===== src/rtl/signed_pair_accum.sv =====
// Windowed saturating accumulator for the signed sample pair from the autoinst_signed/sub stage.
// Each window's sum, sample count and active-low overflow flag are presented on a valid/ready output.
module signed_pair_accum #(
    parameter int WIDTH_ACC = 8,
    parameter int WINDOW    = 4
) (
    input  logic                        clk,
    input  logic                        reset,
    input  logic                        in_valid,
    output logic                        in_ready,
    input  logic signed [1:0]           an_outputpre,
    input  logic signed [1:0]           another_output,
    input  logic        [1:0]           an_output2,
    output logic                        out_valid,
    input  logic                        out_ready,
    output logic signed [WIDTH_ACC-1:0] sum_out,
    output logic        [7:0]           sum_cnt,
    output logic                        ovf_l
);

    typedef enum logic [1:0] {
        IDLE  = 2'd0,
        ACCUM = 2'd1,
        HOLD  = 2'd2
    } state_t;

    localparam logic [WIDTH_ACC-1:0] ACC_MAX = {1'b0, {(WIDTH_ACC-1){1'b1}}};
    localparam logic [WIDTH_ACC-1:0] ACC_MIN = {1'b1, {(WIDTH_ACC-1){1'b0}}};
    localparam logic [7:0]           WINDOW_CNT = 8'(WINDOW);

    state_t                      state_r;
    logic signed [WIDTH_ACC-1:0] acc_r;
    logic        [7:0]           cnt_r;
    logic                        sat_r;

    logic                        accept_s;
    logic                        close_s;
    logic                        clamp_s;
    logic signed [WIDTH_ACC-1:0] a_ext_s;
    logic signed [WIDTH_ACC-1:0] b_ext_s;
    logic signed [WIDTH_ACC-1:0] term_s;
    logic signed [WIDTH_ACC-1:0] base_acc_s;
    logic signed [WIDTH_ACC-1:0] next_acc_s;
    logic        [7:0]           next_cnt_s;
    logic        [WIDTH_ACC:0]   add_res_s;

    // Returns {clamp, result}; overflow shows up as disagreement of the two top bits of the widened sum.
    function automatic logic [WIDTH_ACC:0] sat_add(
        input logic [WIDTH_ACC-1:0] a,
        input logic [WIDTH_ACC-1:0] b
    );
        logic [WIDTH_ACC:0]   wide;
        logic [WIDTH_ACC-1:0] res;
        logic                 clamp;
        wide  = {a[WIDTH_ACC-1], a} + {b[WIDTH_ACC-1], b};
        clamp = (wide[WIDTH_ACC] != wide[WIDTH_ACC-1]);
        if (clamp) begin
            res = wide[WIDTH_ACC] ? ACC_MIN : ACC_MAX;
        end else begin
            res = wide[WIDTH_ACC-1:0];
        end
        return {clamp, res};
    endfunction

    assign in_ready = (state_r != HOLD);

    // Next-step accumulator, count and window-close decision for the sample on the input.
    always_comb begin
        accept_s = in_valid && (state_r != HOLD);
        a_ext_s  = {{(WIDTH_ACC-2){an_outputpre[1]}}, an_outputpre};
        b_ext_s  = {{(WIDTH_ACC-2){another_output[1]}}, another_output};
        if (an_output2[0]) begin
            term_s = a_ext_s + b_ext_s;
        end else begin
            term_s = {WIDTH_ACC{1'b0}};
        end
        if (state_r == IDLE) begin
            base_acc_s = {WIDTH_ACC{1'b0}};
            next_cnt_s = 8'd1;
        end else begin
            base_acc_s = acc_r;
            next_cnt_s = cnt_r + 8'd1;
        end
        add_res_s  = sat_add(base_acc_s, term_s);
        clamp_s    = add_res_s[WIDTH_ACC];
        next_acc_s = add_res_s[WIDTH_ACC-1:0];
        close_s    = (next_cnt_s == WINDOW_CNT) || an_output2[1];
    end

    // Window FSM with the result registers loaded on the edge that closes the window.
    always_ff @(posedge clk or posedge reset) begin
        if (reset) begin
            state_r   <= IDLE;
            acc_r     <= {WIDTH_ACC{1'b0}};
            cnt_r     <= 8'd0;
            sat_r     <= 1'b0;
            sum_out   <= {WIDTH_ACC{1'b0}};
            sum_cnt   <= 8'd0;
            out_valid <= 1'b0;
            ovf_l     <= 1'b1;
        end else begin
            case (state_r)
                IDLE, ACCUM: begin
                    if (accept_s) begin
                        acc_r <= next_acc_s;
                        cnt_r <= next_cnt_s;
                        sat_r <= sat_r | clamp_s;
                        if (close_s) begin
                            state_r   <= HOLD;
                            out_valid <= 1'b1;
                            sum_out   <= next_acc_s;
                            sum_cnt   <= next_cnt_s;
                            ovf_l     <= ~(sat_r | clamp_s);
                        end else begin
                            state_r <= ACCUM;
                        end
                    end else begin
                        state_r <= state_r;
                    end
                end
                HOLD: begin
                    if (out_ready) begin
                        state_r   <= IDLE;
                        out_valid <= 1'b0;
                        acc_r     <= {WIDTH_ACC{1'b0}};
                        cnt_r     <= 8'd0;
                        sat_r     <= 1'b0;
                    end else begin
                        state_r <= HOLD;
                    end
                end
                default: begin
                    state_r   <= IDLE;
                    out_valid <= 1'b0;
                    acc_r     <= {WIDTH_ACC{1'b0}};
                    cnt_r     <= 8'd0;
                    sat_r     <= 1'b0;
                end
            endcase
        end
    end

endmodule


===== config.mk =====
export PLATFORM = sky130hd
export DESIGN_NAME = signed_pair_accum
export DESIGN_NICKNAME = d
export VERILOG_FILES = /design/src/rtl/signed_pair_accum.sv
export SDC_FILE = /design/constraint.sdc
export NUM_CORES = 1
export LEC_CHECK = 0
export BUFFER_PORTS_ARGS = -buffer_cell sky130_fd_sc_hd__buf_4
export CAP_MARGIN = 5
export CORE_MARGIN = 2
export CORE_UTILIZATION = 53
export DETAILED_ROUTE_END_ITERATION = 10
export GPL_TIMING_DRIVEN = 1
export HOLD_SLACK_MARGIN = 0.06
export PLACE_DENSITY = 0.74
export SLEW_MARGIN = 10
export SYNTH_ARGS = -nofsm -noshare
export SYNTH_HDL_FRONTEND = slang
export SYNTH_SLANG_ARGS = --single-unit

===== constraint.sdc =====
create_clock -name clk -period 6.6 [get_ports clk]
set_input_delay 1.32 -clock clk [delete_from_list [all_inputs] [get_ports clk]]
set_output_delay 1.32 -clock clk [all_outputs]
set_load 0.05 [all_outputs]

After elaboration in Yosys (flattened, before gate mapping)
Index checks and enable logic that the tools add are counted.
{"block": "classes", "addsub": 3, "eq_ne": 8, "n_mux": 20, "n_bitwise": 2, "reduce_logical": 7}
{"op": "$mux W8", "n": 8}
{"op": "$pmux W8 S2", "n": 2}
{"op": "$add A8 B8 Y9", "n": 1}
{"op": "$add A8 B1 Y8 const B", "n": 1}
{"op": "$eq A8 B3 Y1 const B", "n": 1}
{"op": "$ne A2 B2 Y1 const B", "n": 4}
{"op": "$mux W2", "n": 3}
{"op": "$reduce_and A3 Y1", "n": 2}
{"op": "$mux W1", "n": 4}
{"op": "$pmux W1 S2", "n": 2}
{"op": "$pmux W2 S2", "n": 1}
{"op": "$add A2 B2 Y3", "n": 1}
{"op": "$eq A2 B1 Y1 const B", "n": 1}
{"op": "$eq A2 B2 Y1 const B", "n": 1}
{"op": "$logic_not A2 Y1", "n": 1}
{"op": "$reduce_and A2 Y1", "n": 1}
{"op": "$reduce_or A2 Y1", "n": 1}
{"op": "$logic_and A1 B1 Y1", "n": 1}
{"op": "$logic_or A1 B1 Y1", "n": 1}
{"op": "$ne A1 B1 Y1", "n": 1}
{"op": "$not A1 Y1", "n": 1}
{"op": "$or A1 B1 Y1", "n": 1}
{"block": "word_totals", "ff_bits": 37, "input_bits": 10, "out_inout_bits": 19, "wordCells": 48}

Longest topological paths before layout
{"block": "logic_depth", "ltp_word": 7, "depth_mapped": 13}

Worst setup path after synthesis
No wires, ideal clock.
{"block": "synth_timing", "path_kind": "input port to flip-flop", "startpoint": "in an_outputpre[0]", "endpoint": "reg acc_r[3]", "t_arrival_ns": 3.936, "t_required_ns": 6.464, "setup_slack_ns": 2.528, "path_stages": 12, "path_cell_list": "ha_1 -> inv_1 -> fa_1 -> nand2_1 -> inv_2 -> ha_1 -> or3b_2 -> a221oi_1 -> o32a_1 -> nand2_1 -> a21oi_1 -> nor3_1"}
{"block": "synth_via", "elab_chain_cells": 7}
{"item": "start: declaration", "line": "11", "rtl": "input logic signed [1:0] an_outputpre,"}
{"item": "$add A2 B2 Y3 *", "line": "73", "rtl": "term_s = a_ext_s + b_ext_s;"}
{"item": "$mux W8 *", "line": "72", "rtl": "if (an_output2[0]) begin"}
{"item": "$add A8 B8 Y9 *", "line": "55", "rtl": "wide = {a[WIDTH_ACC-1], a} + {b[WIDTH_ACC-1], b};"}
{"item": "$mux W8 / $ne A1 B1 Y1 (equally long branches)", "line": "58, 56"}
{"item": "$mux W8 *", "line": "57", "rtl": "if (clamp) begin"}
{"item": "$mux W8 *", "line": "104", "rtl": "if (accept_s) begin"}
{"item": "$pmux W8 S2 *", "line": "102", "rtl": "case (state_r)"}
{"item": "end signal: assignment", "line": "94", "rtl": "acc_r <= {WIDTH_ACC{1'b0}};"}
{"item": "end signal: assignment", "line": "105", "rtl": "acc_r <= next_acc_s;"}
{"item": "end signal: assignment", "line": "125", "rtl": "acc_r <= {WIDTH_ACC{1'b0}};"}
{"item": "end: declaration", "line": "32", "rtl": "logic signed [WIDTH_ACC-1:0] acc_r;"}
Mark *: on every way between the ends. The rest lies on a longest branch, timed or not. The select of a mux whose other input is x is not followed.
A chain may end at the register's enable or synchronous reset.

Final worst setup path
{"block": "layout_timing", "startpoint": "in an_outputpre[0]", "endpoint": "reg sat_r"}
{"block": "layout_via", "elab_chain_cells": 7}
{"item": "$add A2 B2 Y3", "line": "73"}
{"item": "$mux W8", "line": "72"}
{"item": "$add A8 B8 Y9", "line": "55"}
{"item": "$ne A1 B1 Y1", "line": "56", "rtl": "clamp = (wide[WIDTH_ACC] != wide[WIDTH_ACC-1]);"}
{"item": "$or A1 B1 Y1", "line": "107", "rtl": "sat_r <= sat_r | clamp_s;"}
{"item": "$mux W1", "line": "104"}
{"item": "$pmux W1 S2", "line": "102"}
{"item": "end signal: assignment", "line": "107"}
{"item": "end: declaration", "line": "34", "rtl": "logic sat_r;"}
Every way passes these cells. The select of a mux whose other input is x is not followed.

==> summary.md <==
| Metric | Value |
|---|---|
| Hold depth | `2` |
| RSZ-0062 raised after global routing | `false` |
| Fin Setup TNS | `0 ps` |
| Max Clock Freq | `roughly 220 MHz` |
| Top_reg_cell synth | `dfrtp_1` |
| Max_cap viols | `0` |
| Relative slew slack | `25.46%` |
| Area Overhead vs Synth | `12.37%` |
| Die Y | `72.37 µm` |
| Pwr per Cell Area | `411.5 nW/µm²` |
| CTS H-tree depth | `2` |
| Maximum buffer depth of the clock tree | `2` |
| Final hold vios | `0` |
| Worst slew pin tran | `between 1000 and 1500 ps` |
| Initial core utilization | `56.12%` |
| R2R depth | `10` |
| Core Area | `4414 µm²` |
| Routed WL | `5797 µm` |
| Worst reg2reg path startpoint | `state_r[1]` |
| Crit Path Max Fanout | `13` |
| # DRC | `0` |
| Std-Cell Rows | `24` |
| RD Place Congestion | `0.8607` |
| Die W | `between 70 and 80 µm` |
| Final ANT Viol Nets | `0` |
| Wire per inst | `about 16 µm` |
| Number of I/O port buffers | `28` |
| Later-pin clock latency in the skew report | `290 ps` |
| Number of synthesized flops with an enable pin | `0` |
| Net count, final | `320` |
| Sequential area share after synthesis | `37.42%` |
| Required time of the critical path | `6770 ps` |
| Register bit total from synthesis | `37` |
| Global-route wire length before repair | `9867 µm` |
| Final Util | `63.07%` |
| Status | `completed` |
| Post-layout min period | `4548 ps` |
| Clock Sinks | `37` |
| CTS tree | `yes` |
| Net Sw Power | `0.0005601 W` |
| Mapped Area | `2477 µm²` |
| Path type of the worst setup path | `input port to register` |
| Cell taking the most area after synthesis | `dfrtp_1` |
| Most area-consuming cells after synthesis | `dfrtp_1, nand2_1, ha_1` |
| Num CTS Buffers | `5` |
| Switching share of power | `between 40% and 50%` |
| Clock power share | `13.2%` |
| Pleak | `~1.2 nW` |
| CTS clk-pin slew, worst paths | `70 ps` |
| Final slew viol count | `0` |
| Root Buffer | `clkbuf_8` |
| Hold_sp | `sum_cnt[1]` |
| Vias in the first global route | `2,032` |
| Sequential Power Share | `approximately a third` |
| Die area | `between 5000 and 6000 µm²` |
| FF-to-FF End | `acc_r[3]` |
| Hold Path End | `sum_cnt[1]` |
| ANT cells | `0` |
| Min-Delay Path Class | `register to register` |
| Ys async rst share | `between 90% and 100%` |
| Reg2Reg Setup Slack | `3040 ps` |
| Setup crit end kind | `register` |
| Detailed Place HPWL | `4247 µm` |
| Share of layout cells above drive strength 1 | `16.94%` |
| Startpoint Class | `input port` |
| Max Clock Skew | `5.895 ps` |
| Most common cell after layout, fill and taps aside | `dfrtp_1` |
| # hold bufs at CTS | `0` |
| Via Count | `between 2,000 and 2,500` |
| Initial drt markers | `161` |
| Via density | `6.312` |
| Initial antenna violation count | `0` |
| Worst Path Arrival | `4710 ps` |
| Mean Syn Cell Area | `~8.9 µm²` |
| Synthesized Nets | `about 300` |
| Commonest non-fill, non-tap cells in the layout | `dfrtp_1, buf_4, nand2_1` |
| Pint | `0.0005853 W` |
| Total track usage | `23.82%` |
| DR pass1 iterations | `5` |
| Cells after Synth | `278` |
| Total global routing overflow | `0` |
| Yosys cell types | `59` |
| # setup viols final | `0` |
| Yosys warning count | `0` |
| VDD IR max | `0.2657 mV` |
| I/O pins | `29` |
| Pin count of the biggest net entering global routing | `38` |
| Tcrit/Tclk final | `68.92%` |
| Gates resized, CTS repair | `0` |
| Setup bufs post-CTS | `0` |
| Combinational share of power | `53.8%` |
| Area fraction of the dominant cell type after synthesis | `36.36%` |
[cells by family (layout without fill, tap and decap cells)]
kind of cell / Yosys count / in the layout / synth area share [%]
simple gates: 103 / 103 / 21.36
compound gates: 88 / 88 / 25.86
flops: 37 / 37 / 37.42
buf+inv: 26 / 49 / 4.495
fa+ha+maj: 10 / 10 / 5.657
xor+xnor: 10 / 10 / 3.535
mux: 4 / 4 / 1.667
[cell usage after synthesis, types with 2 or more instances]
master     n
a211o_1    2
a21o_1     3
a21oi_1   15
a221o_1    2
a311oi_1   3
a31oi_1    8
and2_1    10
and4_1     2
buf_2      5
clkbuf_1  10
dfrtp_1   36
fa_1       2
ha_1       8
inv_1      9
mux2i_1    3
nand2_1   28
nand2b_1   8
nand3_1   13
nand4_1    3
nand4b_1   3
nor2_1    14
nor2b_1    2
nor3_1    10
o211ai_1   5
o21ai_0   12
o21ai_1    2
o221a_2    2
o221ai_1   3
o311ai_1   2
o31ai_1   11
or2_2      2
or3_1      3
or4_1      3
xnor2_1    6
xor2_1     4
[stage by stage]
step,total power (W),hold slack [ps],instance area (µm²),setup slack (ps),std cells
6_report,0.001145,481.3,2784,2052,353
5_1_grt,0.001225,506.5,2784,1809,353
4_1_cts,0.001143,484.6,2784,2064,353
3_5_place_dp,0.0009919,467.9,2701,1764,345
3_3_place_gp,0.0009872,454.1,2701,1905,345
2_1_floorplan,0.0008322,437.7,2477,2528,278
[power groups by stage]
| stage | Combinational (W) | Clock [W] | Sequential [W] |
|---|---|---|---|
| 6_report | 0.000616 | 0.000151 | 0.000378 |
| 5_1_grt | 0.000671 | 0.000165 | 0.000389 |
| 4_1_cts | 0.000612 | 0.000154 | 0.000377 |
| 3_5_place_dp | 0.000609 | 0 | 0.000383 |
| 3_3_place_gp | 0.000606 | 0 | 0.000381 |
| 2_1_floorplan | 0.000352 | 0 | 0.000480 |
[final cells by class]
| cell class | count | area, µm² |
|---|---|---|
| Clock inverter | 2 | 10.01 |
| Tap cell | 52 | 65.06 |
| Timing Repair Buffer | 31 | 232.7 |
| Multi-Input combinational cell | 215 | 1439 |
| Clock buffer | 6 | 72.57 |
| Inverter | 10 | 37.54 |
| Sequential cell | 37 | 927.1 |
| Fill cell | 369 | 1630 |
[flip-flops by register name, indices dropped and copies added, names as in the netlist]
signal,count
sat_r,1
ovf_l,1
out_valid,1
sum_out,8
state_r,2
cnt_r,8
acc_r,8
sum_cnt,8
[per-layer routing]
metal  GRT usage, %  part of all wire [%]  vias up
li1               -                     -     1091
met1          38.38                    50     1051
met2          32.93                    43       80
met3          4.861                   5.7        6
met4          4.733                  0.72        0
met5              0                     0        -
[worst max-delay path by stage]
stage,from,depth (start not counted),endpoint,slack (ps)
final,an_outputpre[0],11,sat_r,2050
after global routing,an_outputpre[0],11,sat_r,1810
after CTS,an_outputpre[0],11,sat_r,2060
after detailed placement,an_outputpre[0],11,sat_r,1760
after global placement,an_outputpre[0],11,sat_r,1910
after floorplan,an_outputpre[0],12,acc_r[3],2530
[worst max-delay path, stage by stage]
cell and delay, ps:
buf_4 80, ha_1 130, inv_1 40, fa_1 420, nand2_1 330, inv_2 200
ha_1 470, or2_2 340, a31oi_1 750, a21oi_1 310, a221o_1 330
(Power assumes the default switching activity.)
